==> config.mk <==
export PLATFORM = sky130hd
export DESIGN_NAME = ysyx_22040228_div_ctrl
export DESIGN_NICKNAME = d
export VERILOG_FILES = /design/src/rtl/ysyx_22040228_div_ctrl.sv
export SDC_FILE = /design/constraint.sdc
export NUM_CORES = 1
export LEC_CHECK = 0
export CELL_PAD_IN_SITES_DETAIL_PLACEMENT = 1
export CELL_PAD_IN_SITES_GLOBAL_PLACEMENT = 1
export CORE_MARGIN = 10
export CORE_UTILIZATION = 35
export CTS_CLUSTER_DIAMETER = 50
export DETAILED_ROUTE_END_ITERATION = 8
export PLACE_DENSITY = 0.84
export SLEW_MARGIN = 20
export SYNTH_ARGS = -nofsm -noshare
export SYNTH_HDL_FRONTEND = slang
export SYNTH_SLANG_ARGS = --single-unit
==> constraint.sdc <==
create_clock -name clk -period 3.6 [get_ports clk]
set_input_delay 0.9 -clock clk [delete_from_list [all_inputs] [get_ports clk]]
set_output_delay 0.9 -clock clk [all_outputs]
set_load 0.02 [all_outputs]
==> src/rtl/ysyx_22040228_div_ctrl.sv <==
// Issue/sequencing controller between EX and the iterative divider: conditions operands,
// resolves divide-by-zero/overflow locally, launches the divider and buffers one response.
// state  | meaning
// IDLE   | ready for a request
// LAUNCH | one-cycle divider start pulse
// BUSY   | waiting for div_finish, timer running
// RESP   | result buffered, waiting for consumer
// DRAIN  | flushed while divider active, discard its result
module ysyx_22040228_div_ctrl #(
  parameter int DIV_TIMEOUT = 127
) (
  input  logic        clk,
  input  logic        rst,
  input  logic        req_valid,
  output logic        req_ready,
  input  logic [7:0]  req_opcode,
  input  logic [63:0] req_src1,
  input  logic [63:0] req_src2,
  input  logic        flush,
  output logic        resp_valid,
  input  logic        resp_ready,
  output logic [63:0] resp_data,
  output logic        stall,
  output logic        err_timeout,
  output logic        div_ready,
  output logic [63:0] dividend,
  output logic [63:0] diviser,
  output logic [7:0]  inst_opcode,
  input  logic [63:0] div_rem_data,
  input  logic        div_finish
);

  localparam logic [7:0] INST_DIV   = 8'h28;
  localparam logic [7:0] INST_DIVU  = 8'h29;
  localparam logic [7:0] INST_REM   = 8'h2A;
  localparam logic [7:0] INST_REMU  = 8'h2B;
  localparam logic [7:0] INST_DIVW  = 8'h2C;
  localparam logic [7:0] INST_DIVUW = 8'h2D;
  localparam logic [7:0] INST_REMW  = 8'h2E;
  localparam logic [7:0] INST_REMUW = 8'h2F;
  localparam int TW = $clog2(DIV_TIMEOUT + 1);

  typedef enum logic [2:0] {S_IDLE, S_LAUNCH, S_BUSY, S_RESP, S_DRAIN} state_t;

  state_t        r_state, w_state_nxt;
  logic [7:0]    r_opcode;
  logic [63:0]   r_dividend, r_diviser, r_resp_data;
  logic          r_err;
  logic [TW-1:0] r_timer;

  logic        w_accept, w_capture, w_timeout, w_timer_clr, w_timer_inc;
  logic        w_legal, w_is_w, w_is_sw, w_is_uw, w_is_rem, w_r_is_w;
  logic        w_div0, w_ovf, w_special, w_timer_hit;
  logic [63:0] w_op1, w_op2, w_spec_raw, w_spec_res;

  // Request decode and operand conditioning
  assign w_is_sw  = (req_opcode == INST_DIVW)  || (req_opcode == INST_REMW);
  assign w_is_uw  = (req_opcode == INST_DIVUW) || (req_opcode == INST_REMUW);
  assign w_is_w   = w_is_sw || w_is_uw;
  assign w_is_rem = (req_opcode == INST_REM)  || (req_opcode == INST_REMU) ||
                    (req_opcode == INST_REMW) || (req_opcode == INST_REMUW);
  assign w_legal  = w_is_w || w_is_rem || (req_opcode == INST_DIV) || (req_opcode == INST_DIVU);

  assign w_op1 = w_is_sw ? {{32{req_src1[31]}}, req_src1[31:0]} :
                 w_is_uw ? {32'b0, req_src1[31:0]} : req_src1;
  assign w_op2 = w_is_sw ? {{32{req_src2[31]}}, req_src2[31:0]} :
                 w_is_uw ? {32'b0, req_src2[31:0]} : req_src2;

  assign w_div0 = w_is_w ? (w_op2[31:0] == 32'b0) : (w_op2 == 64'b0);
  assign w_ovf  = (((req_opcode == INST_DIV) || (req_opcode == INST_REM)) &&
                   (w_op1 == 64'h8000_0000_0000_0000) && (w_op2 == '1)) ||
                  (w_is_sw && (w_op1[31:0] == 32'h8000_0000) && (w_op2[31:0] == 32'hFFFF_FFFF));
  assign w_special = w_legal && (w_div0 || w_ovf);

  always_comb begin
    w_spec_raw = 64'b0;
    if (w_div0)     w_spec_raw = w_is_rem ? w_op1 : '1;
    else if (w_ovf) w_spec_raw = w_is_rem ? 64'b0 : w_op1;
  end
  assign w_spec_res = w_is_w ? {{32{w_spec_raw[31]}}, w_spec_raw[31:0]} : w_spec_raw;

  assign w_r_is_w    = (r_opcode == INST_DIVW) || (r_opcode == INST_DIVUW) ||
                       (r_opcode == INST_REMW) || (r_opcode == INST_REMUW);
  assign w_timer_hit = (r_timer == TW'(DIV_TIMEOUT - 1));

  always_ff @(posedge clk or negedge rst) begin
    if (!rst) r_state <= S_IDLE;
    else      r_state <= w_state_nxt;
  end

  always_comb begin
    w_state_nxt = r_state;
    w_accept    = 1'b0;
    w_capture   = 1'b0;
    w_timeout   = 1'b0;
    w_timer_clr = 1'b0;
    w_timer_inc = 1'b0;
    req_ready   = 1'b0;
    resp_valid  = 1'b0;
    div_ready   = 1'b0;
    stall       = 1'b1;
    case (r_state)
      S_IDLE: begin
        req_ready = rst;
        stall     = 1'b0;
        if (!flush && req_valid) begin
          w_accept    = 1'b1;
          w_state_nxt = (w_special || !w_legal) ? S_RESP : S_LAUNCH;
        end
      end
      S_LAUNCH: begin
        div_ready   = 1'b1;
        w_timer_clr = 1'b1;
        w_state_nxt = flush ? S_DRAIN : S_BUSY;
      end
      S_BUSY: begin
        if (div_finish) begin
          w_capture   = !flush;
          w_state_nxt = flush ? S_IDLE : S_RESP;
        end else if (w_timer_hit) begin
          w_timeout   = 1'b1;
          w_state_nxt = flush ? S_IDLE : S_RESP;
        end else begin
          w_timer_inc = 1'b1;
          w_state_nxt = flush ? S_DRAIN : S_BUSY;
        end
      end
      S_RESP: begin
        resp_valid = 1'b1;
        if (flush || resp_ready) w_state_nxt = S_IDLE;
      end
      S_DRAIN: begin
        if (div_finish) begin
          w_state_nxt = S_IDLE;
        end else if (w_timer_hit) begin
          w_timeout   = 1'b1;
          w_state_nxt = S_IDLE;
        end else begin
          w_timer_inc = 1'b1;
        end
      end
      default: w_state_nxt = S_IDLE;
    endcase
  end

  always_ff @(posedge clk or negedge rst) begin
    if (!rst) begin
      r_opcode    <= 8'b0;
      r_dividend  <= 64'b0;
      r_diviser   <= 64'b0;
      r_resp_data <= 64'b0;
      r_err       <= 1'b0;
      r_timer     <= '0;
    end else begin
      if (w_accept) begin
        r_opcode   <= req_opcode;
        r_dividend <= w_op1;
        r_diviser  <= w_op2;
        if (w_special)     r_resp_data <= w_spec_res;
        else if (!w_legal) r_resp_data <= 64'b0;
      end
      if (w_capture)
        r_resp_data <= w_r_is_w ? {{32{div_rem_data[31]}}, div_rem_data[31:0]} : div_rem_data;
      if (w_timeout) begin
        r_err       <= 1'b1;
        r_resp_data <= 64'b0;
      end
      if (w_timer_clr)      r_timer <= '0;
      else if (w_timer_inc) r_timer <= r_timer + TW'(1);
    end
  end

  assign resp_data   = r_resp_data;
  assign err_timeout = r_err;
  assign dividend    = r_dividend;
  assign diviser     = r_diviser;
  assign inst_opcode = r_opcode;

endmodule
==> impl_metrics.ini, run 1 <==
[grt]
grt_pass1_wl_um = 76200
grt_pass1_vias = 12100
antenna_found_initial = 1
grt.total_usage_pct = 25.6
overflow = 0
grt_max_degree = 152

[floorplanning]
fp-row-count = 63
dieArea_mm2 = 0.0374
dieWidth_um = 193
initial_core_util_pct = 35.5
boundaryPins = 411
die_y_um = 193
core_mm2 = 0.0296

[synth]
synthMuxAreaShare_pct = 7.79
ys_async_sr_fraction_pct = 100
yosysWarningCount = 0
syn-num-nets = 1292
synth-edff-count = 0
synth_xor_xnor_area_share_pct = 0.417
synth_seq_area_share_pct = 50.2
yosysUniqueCellTypes = 50
synth-simple-area-share_pct = 17.8
synthAdderAreaFrac_pct = 0.238
ys_ff_latch = 211
syn_area_mm2 = 0.0105
syn_inst = 1084
synth_top_family_by_area = compound AO/OA/AOI/OAI gates
synth_compound_area_share_pct = 20.0
syn_avg_cell_area_um2 = 9.70
synthFlopType = dfrtp_1

[worst_hold_path]
hp-class = reg2reg

[setup_path]
endpoint_kind = register
arrival_ps = 3900
path_max_fanout = 32
crit_type = in2reg
start_kind = input port
critPathRequiredTime_ps = 4030

[run]
max_cap_viol_count = 0

[clock_network]
cts_tree = built
clockBufferDepth = 3
cts_sinks = 211
path_clk_slew_ps = 50
cts_buffers = 34
ctsRootBufferMaster = clkbuf_16
cts_htree_levels = 2
clk_latency_ps = 500

[drt]
met1_length_um = 19200
viasPerCell = 5.54
drt_iter0_drc = 562
wl_um = 50300
ant_nets = 0
drtPass1Iterations = 5
dr.max_layer_used = met4
met3_length_um = 4400
wl_met2_um = 25200
vias = 10900
drc = 0
wl_per_cell_um = 25.5

[placement]
dp_slack_ps = -507
hpwl_um = 36600
placement.io_buffers = 410
place.gp.congestion = 0.901

[run_status]
status = finished clean

[layout]
num-fill-cells = 3250
synthToLayoutAreaGrowth_pct = 61.6
fin_util_pct = 57.3
regArea_mm2 = 0.00528
nNetsFinal = 1762
multi_input_area_mm2 = 0.00495
layout-drive-gt1-share_pct = 17.3

[sta]
max_slew.worst_pin.slew_ps = 932
setup_viol = 0
period_share_pct = 96.4
timing.final.ws_setup_ps = 129
slew_violations = 0
hold_viol_final = 0
fin_crit_ps = 3470
fmax_mhz = 288
fin_skew_ps = 22.6
worst_slew_margin_rel_pct = 37.8

[pwr]
cellLeakagePower_nw = 7.26
worst_ir_drop_vdd_v = 0.000508
power_density_mw_per_mm2 = 793
==> cells in the mapped netlist (4+ instances only) <==
cell | n | area share [%]
a21oi_1 | 129 | 6.1
a221oi_1 | 25 | 2.1
a221oi_2 | 6 | 0.86
buf_2 | 9 | 0.43
clkbuf_1 | 80 | 2.9
dfrtp_1 | 211 | 50
inv_1 | 6 | 0.21
mux2_2 | 71 | 7.6
nand2_1 | 84 | 3.0
nand2b_1 | 98 | 5.8
nand3_1 | 8 | 0.38
nand4_1 | 23 | 1.4
nor2_1 | 50 | 1.8
nor3_1 | 43 | 2.0
nor4_1 | 33 | 2.0
o211a_1 | 33 | 3.1
o21ai_0 | 100 | 4.8
o21ai_1 | 33 | 1.6
xor2_1 | 4 | 0.33
==> area by class of cell <==
class | count | area share [%]
antenna | 1 | 0.0147
clock buffer | 45 | 5.86
clock inverter | 15 | 0.964
inverter | 6 | 0.133
multi-input combinational | 776 | 29.1
sequential | 211 | 31.1
tap | 390 | 2.87
timing repair buffer | 525 | 29.9
==> metrics by stage <==
step | TNS [ps] | instances | instance area (µm²) | total power, mW | hold slack [ps]
floorplan | 0 | 1084 | 10500 | 6.69 | 505
detailed placement | -27400 | 1905 | 15800 | 10.1 | 463
CTS | 0 | 1965 | 16900 | 13.6 | 485
finish | 0 | 1969 | 17000 | 13.5 | 476
global placement | -23500 | 1905 | 15800 | 9.92 | 462
global route | -126 | 1969 | 17000 | 14.1 | 502
==> final timing paths <==
check | startpoint | slack, ps | depth (start not counted) | to
min | err_timeout | 480 | 1 | err_timeout
max reg2reg | r_state[2] | 1240 | 9 | resp_data[1]
max in group asynchronous | rst | 1720 | 3 | dividend[20]
min reg2reg | err_timeout | 480 | 1 | err_timeout
min in group asynchronous | rst | 510 | 2 | diviser[58]
max | req_src1[0] | 130 | 12 | resp_data[53]
==> cell families (layout without fill, tap and decap cells) <==
kind of cell,Yosys count,in the layout
and+or+nand+nor,354,354
AOI/OAI and AO/OA,342,342
DFF,211,211
buffers and inverters,97,591
muxes,73,73
xor gates and xnor gates,5,5
adders and majority gates,2,2
other,0,1
==> routing by layer <==
layer / GRT usage [%] / vias to the layer above
li1: - / 4884
met2: 44.2 / 428
met1: 28.5 / 5516
met5: 0 / -
met3: 9.34 / 85
met4: 8.27 / 0
==> critical path, stage by stage <==
cell and delay, ps:
clkdlybuf4s50_1 480, nor4_2 350, buf_4 170, nand4_1 130, nor3_1 240, buf_4 170
nand4_1 190, o31a_1 390, o32a_1 370, buf_12 190, o21ai_1 150, o211a_1 160
==> registers in the layout, summed over array words and instances, names as in the netlist <==
name	count
r_state	3
r_timer	7
dividend	64
inst_opcode	8
diviser	64
err_timeout	1
resp_data	64
==> timing repair <==
item,4_1_cts,5_1_grt
pin swaps,0,1
cloned,0,1
hold buffers,0,0
endpoints found under the setup margin,3,64
gates resized for setup,1,6
buffers inserted,0,2
==> cells in the final DEF (no fill, tap or decap), types with 2 or more instances in the layout <==
master           count
clkdlybuf4s50_1    409
dfrtp_1            211
a21oi_1            129
buf_4              106
o21ai_0            100
nand2b_1            98
nand2_1             81
mux2_2              71
nor2_1              48
nor3_1              42
clkbuf_16           38
o21ai_1             33
o211a_1             33
nor4_1              30
a221oi_1            23
nand4_1             23
a221oi_2             8
buf_12               8
inv_1                6
nand3_1              5
xor2_1               4
clkbuf_1             4
clkbuf_8             4
clkinvlp_4           4
nor4_2               3
nand2_2              3
clkinv_4             3
inv_6                3
mux2i_1              2
nor2_2               2
or2_2                2
nand3_2              2
nor4_4               2
and3_1               2
ha_1                 2
clkinv_2             2
bufinv_16            2
==> power by group <==
group          total [mW]  internal, mW  leakage (nW)  switching (mW)
Combinational        5.97          2.86          4.15            3.12
Clock                3.34          2.11         0.558            1.23
Sequential           4.16          3.47          2.55           0.685
Note: power is estimated with default switching activity, not from simulation.
==> run 2, diff against run 1 <==
- GPL_ROUTABILITY_DRIVEN: default -> 1
==> results of run 2 <==
Same layout as run 1: the final DEF is identical, and so are final timing and power.
